<file path="src/rtl/switch_pkg.sv">
// Shared constants for the three-channel switch conditioning stage.
// SIM_DEBOUNCE keeps bench runs short while preserving all debounce behaviour.
package switch_pkg;

    localparam int unsigned N_SW                = 3;
    localparam int unsigned SYNC_STAGES_DEF     = 2;
    localparam int unsigned DEBOUNCE_CYCLES_DEF = 50000;
    localparam int unsigned CNT_W_DEF           = 16;
    localparam int unsigned SIM_DEBOUNCE        = 4;

endpackage

</file>
<file path="src/rtl/debounce_chan.sv">
// One switch channel: synchroniser chain, stability counter and edge pulses.
// pulse_next exposes the pulse about to be registered so the top can register its OR alongside.
module debounce_chan
    import switch_pkg::*;
#(
    parameter int unsigned SYNC_STAGES     = SYNC_STAGES_DEF,
    parameter int unsigned DEBOUNCE_CYCLES = DEBOUNCE_CYCLES_DEF,
    parameter int unsigned CNT_W           = CNT_W_DEF
) (
    input  logic clk,
    input  logic rst,
    input  logic sw_in,
    output logic sw_db,
    output logic sw_rise,
    output logic sw_fall,
    output logic pulse_next
);

    localparam logic [CNT_W-1:0] CNT_LAST = CNT_W'(DEBOUNCE_CYCLES - 1);

    logic [SYNC_STAGES-1:0] sync_q;
    logic [CNT_W-1:0]       cnt_q, cnt_d;
    logic                   db_q, db_d;
    logic                   rise_q, rise_d;
    logic                   fall_q, fall_d;
    logic                   s;

    assign s = sync_q[SYNC_STAGES-1];

    always_comb begin
        cnt_d  = cnt_q;
        db_d   = db_q;
        rise_d = 1'b0;
        fall_d = 1'b0;
        if (s == db_q) begin
            // A glitch that ended before the limit leaves the level untouched.
            cnt_d = '0;
        end else if (cnt_q == CNT_LAST) begin
            db_d   = s;
            cnt_d  = '0;
            rise_d = s;
            fall_d = ~s;
        end else begin
            cnt_d = cnt_q + CNT_W'(1);
        end
    end

    always_ff @(posedge clk) begin
        if (rst) begin
            sync_q <= '0;
            cnt_q  <= '0;
            db_q   <= 1'b0;
            rise_q <= 1'b0;
            fall_q <= 1'b0;
        end else begin
            sync_q <= {sync_q[SYNC_STAGES-2:0], sw_in};
            cnt_q  <= cnt_d;
            db_q   <= db_d;
            rise_q <= rise_d;
            fall_q <= fall_d;
        end
    end

    assign sw_db      = db_q;
    assign sw_rise    = rise_q;
    assign sw_fall    = fall_q;
    assign pulse_next = rise_d | fall_d;

endmodule

</file>
<file path="src/rtl/switch_debounce3.sv">
// Conditions three raw switch inputs into clean levels for the downstream AND block,
// plus per-channel rise/fall pulses and a combined registered change flag.
module switch_debounce3
    import switch_pkg::*;
#(
    parameter int unsigned SYNC_STAGES     = SYNC_STAGES_DEF,
    parameter int unsigned DEBOUNCE_CYCLES = DEBOUNCE_CYCLES_DEF,
    parameter int unsigned CNT_W           = CNT_W_DEF
) (
    input  logic            clk,
    input  logic            rst,
    input  logic [N_SW-1:0] sw_in,
    output logic [N_SW-1:0] sw_db,
    output logic [N_SW-1:0] sw_rise,
    output logic [N_SW-1:0] sw_fall,
    output logic            changed
);

    logic [N_SW-1:0] pulse_next;
    logic            changed_q;

    for (genvar i = 0; i < N_SW; i++) begin : g_chan
        debounce_chan #(
            .SYNC_STAGES    (SYNC_STAGES),
            .DEBOUNCE_CYCLES(DEBOUNCE_CYCLES),
            .CNT_W          (CNT_W)
        ) u_chan (
            .clk       (clk),
            .rst       (rst),
            .sw_in     (sw_in[i]),
            .sw_db     (sw_db[i]),
            .sw_rise   (sw_rise[i]),
            .sw_fall   (sw_fall[i]),
            .pulse_next(pulse_next[i])
        );
    end

    always_ff @(posedge clk) begin
        if (rst) begin
            changed_q <= 1'b0;
        end else begin
            changed_q <= |pulse_next;
        end
    end

    assign changed = changed_q;

endmodule

</file>
<file path="config.mk">
export PLATFORM = sky130hd
export DESIGN_NAME = switch_debounce3
export DESIGN_NICKNAME = d
export VERILOG_FILES = /design/src/rtl/switch_pkg.sv /design/src/rtl/debounce_chan.sv /design/src/rtl/switch_debounce3.sv
export SDC_FILE = /design/constraint.sdc
export NUM_CORES = 1
export LEC_CHECK = 0
export ABC_AREA = 1
export CORE_MARGIN = 2
export CORE_UTILIZATION = 55
export DETAILED_ROUTE_END_ITERATION = 6
export GPL_ROUTABILITY_DRIVEN = 0
export GPL_TIMING_DRIVEN = 0
export PLACE_DENSITY = 0.84
export SETUP_SLACK_MARGIN = 0.3
export SYNTH_ARGS = -nofsm -noshare
export SYNTH_HDL_FRONTEND = slang
export SYNTH_HIERARCHICAL = 1
export SYNTH_SLANG_ARGS = --single-unit
</file>
<file path="constraint.sdc">
create_clock -name clk -period 1.54 [get_ports clk]
set_input_delay 0.462 -clock clk [delete_from_list [all_inputs] [get_ports clk]]
set_output_delay 0.462 -clock clk [all_outputs]
set_load 0.1 [all_outputs]
</file>
==> report_table.html <==
<table>
<tr><th>Metric</th><th>Value</th></tr>
<tr><th colspan="2">Cells and area</th></tr>
<tr><td>Most frequent standard cell in the layout excluding fill and tap cells</td><td>sky130_fd_sc_hd__nand2_1</td></tr>
<tr><td>Final core utilization</td><td>0.8110</td></tr>
<tr><td>Antenna cells</td><td>0</td></tr>
<tr><td>Most frequent cells in the layout</td><td>83 x sky130_fd_sc_hd__nand2_1, 68 x sky130_fd_sc_hd__inv_1, 38 x sky130_fd_sc_hd__nor2_2, 30 x sky130_fd_sc_hd__dfxtp_1, 29 x sky130_fd_sc_hd__nor2_1</td></tr>
<tr><td>Number of nets in the layout</td><td>493</td></tr>
<tr><td>Count of fill cells added during filler insertion</td><td>294</td></tr>
<tr><td>Non-Filler Instances</td><td>562</td></tr>
<tr><td>Layout Area Growth over Synthesis</td><td>40.71%</td></tr>
<tr><td>Storage element area</td><td>1341 µm²</td></tr>
<tr><td>Area taken by multi-input logic gates</td><td>1894 µm²</td></tr>
<tr><td>Proportion of layout cells with a drive suffix above 1</td><td>0.4265</td></tr>
<tr><th colspan="2">Synthesis</th></tr>
<tr><td>Netlist area before placement</td><td>3193 µm²</td></tr>
<tr><td>Flip-flop and latch count after synthesis</td><td>64</td></tr>
<tr><td>Unique masters post-synth</td><td>20</td></tr>
<tr><td>Synthesis Warnings</td><td>6</td></tr>
<tr><td>Sequential element share of the synthesized area</td><td>0.4013</td></tr>
<tr><td>Net count of the mapped netlist</td><td>432</td></tr>
<tr><td>Gate count after technology mapping</td><td>424</td></tr>
<tr><td>Mapped Avg Cell Area</td><td>7.531 µm²</td></tr>
<tr><th colspan="2">Setup path</th></tr>
<tr><td>Critical Path RT</td><td>1790 ps</td></tr>
<tr><td>Worst setup EP type</td><td>flip-flop</td></tr>
<tr><td>Reg2Reg Launch Point</td><td>g_chan[1].u_chan/cnt_q[1]</td></tr>
<tr><td>Reg2reg setup slack</td><td>130 ps</td></tr>
<tr><td>Startpoint type of the worst setup path</td><td>flip-flop</td></tr>
<tr><td>Category of the critical setup timing path</td><td>reg2reg</td></tr>
<tr><td>WP data arrival</td><td>1660 ps</td></tr>
<tr><td>Max Fanout on Critical Path</td><td>5</td></tr>
<tr><td>End of the worst register-to-register path</td><td>g_chan[1].u_chan/cnt_q[1]</td></tr>
<tr><td>Worst reg-to-reg path cell count</td><td>8</td></tr>
<tr><th colspan="2">Routing</th></tr>
<tr><td>Final wirelength</td><td>11050 µm</td></tr>
<tr><td>Total number of vias</td><td>3346</td></tr>
<tr><td>Number of nets with antenna violations after detailed routing</td><td>0</td></tr>
<tr><td>DR vias/cell</td><td>5.954</td></tr>
<tr><td>Number of DRC violations after detailed routing</td><td>0</td></tr>
<tr><td>Final routed wire length divided by cell count</td><td>19.65 µm</td></tr>
<tr><td>Iter 0 DRT Violations</td><td>310</td></tr>
<tr><td>Number of iterations in the first detailed-routing pass</td><td>6</td></tr>
<tr><th colspan="2">CTS</th></tr>
<tr><td>Deepest clock path buffer count</td><td>2</td></tr>
<tr><td>CTS sink count</td><td>64</td></tr>
<tr><td>Clock input transition at the sequential cells of the worst setup and hold paths</td><td>70 ps</td></tr>
<tr><td>TritonCTS clock tree</td><td>done</td></tr>
<tr><td>CTS root buffer</td><td>sky130_fd_sc_hd__clkbuf_8</td></tr>
<tr><td>CTS hold repair buffers</td><td>0</td></tr>
<tr><td>Number of buffers created by CTS</td><td>9</td></tr>
<tr><td>H-tree Lvls</td><td>3</td></tr>
<tr><td>Later-pin clock latency in the skew report</td><td>380 ps</td></tr>
<tr><th colspan="2">Global routing</th></tr>
<tr><td>Met1 Use GR</td><td>0.3035</td></tr>
<tr><td>Met2 track utilization from global routing</td><td>0.5183</td></tr>
<tr><td>Number of global-route vias before repair</td><td>3054</td></tr>
<tr><td>Largest net degree at the start of global routing</td><td>14</td></tr>
<tr><td>Total congestion overflow</td><td>0</td></tr>
<tr><td>Antenna violations before repair</td><td>0</td></tr>
<tr><td>First-pass GRT wire length</td><td>14100 µm</td></tr>
<tr><td>Gr busiest metal</td><td>met2</td></tr>
<tr><td>Global routing usage on met3</td><td>0.08876</td></tr>
<tr><td>Total Routing Usage GR</td><td>0.2924</td></tr>
<tr><th colspan="2">Power and ir drop</th></tr>
<tr><td>Pwr Total</td><td>0.003354 W</td></tr>
<tr><td>Pwr/cell area</td><td>746.5 nW/µm²</td></tr>
<tr><td>LEAKAGE</td><td>1.618 nW</td></tr>
<tr><td>Max rail drop VDD</td><td>690.4 µV</td></tr>
<tr><th colspan="2">Worst hold path</th></tr>
<tr><td>Endpoint with the worst hold slack</td><td>g_chan[1].u_chan/sync_q[1]</td></tr>
<tr><td>Hold Crit Depth</td><td>2</td></tr>
<tr><td>Type of the tightest min-delay check</td><td>reg2reg</td></tr>
<tr><td>Launch instance of the worst min-delay path</td><td>g_chan[1].u_chan/sync_q[0]</td></tr>
<tr><th colspan="2">Timing</th></tr>
<tr><td>Clock Skews</td><td>29.79 ps</td></tr>
<tr><td>Number of failing hold endpoints at the final stage</td><td>0</td></tr>
<tr><td>Worst Max-Slew Pin Slew</td><td>379.4 ps</td></tr>
<tr><td>Max-slew headroom at the worst pin</td><td>0.7471</td></tr>
<tr><td>Clock period minus final worst setup slack</td><td>1411 ps</td></tr>
<tr><td>Final setup violation count</td><td>0</td></tr>
<tr><td>Fmax</td><td>708.6 MHz</td></tr>
<tr><td>Aggregate negative setup slack</td><td>0 ps</td></tr>
<tr><td>Portion of the clock cycle consumed by the worst path in the final layout</td><td>0.9164</td></tr>
<tr><td>Post-route worst hold slack</td><td>423.9 ps</td></tr>
<tr><td>Slew Viols, Final</td><td>0</td></tr>
<tr><td>Setup repair after global routing missed its margin</td><td>true</td></tr>
<tr><th colspan="2">Die</th></tr>
<tr><td>Count of standard-cell rows</td><td>27</td></tr>
<tr><td>Floorplan die area</td><td>6431 µm²</td></tr>
<tr><td>Count of pins on the block boundary</td><td>15</td></tr>
<tr><td>Die X-Extent</td><td>80.20 µm</td></tr>
<tr><td>Total core area</td><td>5540 µm²</td></tr>
<tr><td>Die height</td><td>80.20 µm</td></tr>
<tr><td>Initial core utilization</td><td>0.5763</td></tr>
<tr><th colspan="2">Job</th></tr>
<tr><td>Number of max-cap violations</td><td>0</td></tr>
<tr><th colspan="2">Place</th></tr>
<tr><td>Final HPWL DP</td><td>4254 µm</td></tr>
<tr><td>Number of instances in the placed design</td><td>510</td></tr>
<tr><td>Number of buffer cells added on primary ports</td><td>14</td></tr>
<tr><th colspan="2">Outcome</th></tr>
<tr><td>Run status</td><td>finished, final reports clean</td></tr>
</table>
[synthesized netlist by cell type]
master / count / area [µm²]
sky130_fd_sc_hd__nand2_1: 87 / 326.6
sky130_fd_sc_hd__inv_1: 70 / 262.8
sky130_fd_sc_hd__dfxtp_1: 64 / 1281
sky130_fd_sc_hd__nor2_1: 49 / 183.9
sky130_fd_sc_hd__nor2_2: 33 / 206.5
sky130_fd_sc_hd__nand3_1: 24 / 120.1
sky130_fd_sc_hd__a21oi_1: 16 / 80.08
sky130_fd_sc_hd__nand4_1: 15 / 93.84
sky130_fd_sc_hd__xor2_1: 15 / 131.4
sky130_fd_sc_hd__nor2_4: 9 / 101.4
sky130_fd_sc_hd__xnor2_1: 9 / 78.83
sky130_fd_sc_hd__nand2_2: 6 / 37.54
sky130_fd_sc_hd__o21ai_0: 6 / 30.03
sky130_fd_sc_hd__buf_12: 3 / 60.06
sky130_fd_sc_hd__ha_1: 3 / 37.54
sky130_fd_sc_hd__nand2_4: 3 / 33.78
sky130_fd_sc_hd__nand3_2: 3 / 30.03
sky130_fd_sc_hd__nand3_4: 3 / 52.55
sky130_fd_sc_hd__nand3b_1: 3 / 22.52
sky130_fd_sc_hd__nor3b_1: 3 / 22.52
[sequential cells by signal, indices dropped and copies added (netlist names)]
signal	flops
g_chan.u_chan/sw_rise	3
g_chan.u_chan/cnt_q	48
g_chan.u_chan/sw_db	3
g_chan.u_chan/sync_q	6
g_chan.u_chan/sw_fall	3
changed	1
[per-stage QoR]
step | cell area (µm²) | setup WS, ps
2_1_floorplan | 3258 | 326.7
3_3_place_gp | 3488 | -393.1
3_5_place_dp | 3488 | -389.4
4_1_cts | 4229 | 182.6
5_1_grt | 4493 | 57.35
6_report | 4493 | 128.7
[worst max-delay path, cell delays in order (launching register included)]
cell,delay (ps)
sky130_fd_sc_hd__dfxtp_2,380
sky130_fd_sc_hd__ha_4,170
sky130_fd_sc_hd__nand3_4,120
sky130_fd_sc_hd__nor2_4,160
sky130_fd_sc_hd__nand2_2,90
sky130_fd_sc_hd__nand2_4,110
sky130_fd_sc_hd__buf_6,110
sky130_fd_sc_hd__buf_12,110
sky130_fd_sc_hd__nor2_4,40
[worst max-delay path by stage]
stage	from	endpoint	slack [ps]
after floorplan	g_chan[0].u_chan/cnt_q[0]	g_chan[0].u_chan/cnt_q[10]	330
after detailed placement	g_chan[0].u_chan/sw_db	sw_db[0]	-390
after global routing	g_chan[1].u_chan/cnt_q[1]	g_chan[1].u_chan/cnt_q[3]	60
final	g_chan[1].u_chan/cnt_q[1]	g_chan[1].u_chan/cnt_q[1]	130
after global placement	g_chan[0].u_chan/sw_db	sw_db[0]	-390
after CTS	g_chan[0].u_chan/sw_db	sw_db[0]	180
[per-layer routing]
| layer | part of all wire | wire, µm |
|---|---|---|
| met2 | 0.51 | 5599 |
| met4 | 0.069 | 762 |
| met5 | 0 | 0 |
| met1 | 0.34 | 3757 |
| met3 | 0.084 | 925 |
[cell families after synthesis]
group                      Yosys count  share of synthesized area
adders and majority gates            3                    0.01176
AOI/OAI and AO/OA                   22                    0.03448
xor gates and xnor gates            24                    0.06583
DFF                                 64                     0.4013
and+or+nand+nor                    238                     0.3856
buffers and inverters               73                     0.1011
[layout make-up]
cell class                      count  share of cell area
Multi-Input combinational cell    287              0.4216
Sequential cell                    64              0.2985
Timing Repair Buffer               50              0.1412
Inverter                           70             0.05848
Clock buffer                       14             0.03843
Tap cell                           72             0.02005
Buffer                              3             0.01337
Clock inverter                      2            0.008354
[power breakdown]
group	internal, W	leakage (nW)	switching, W
Clock	0.000883	0.103	0.000695
Combinational	0.0000591	0.979	0.0000538
Sequential	0.00165	0.536	0.0000109
[what timing repair did]
item                                   in CTS  in global routing
endpoints found under the hold margin       0                  0
gates resized for setup                   123                 73
setup endpoints to repair                  68                 68
setup buffers                              29                  4
pin swaps                                  15                 13
gates cloned                                3                  0
(Power assumes the default switching activity.)
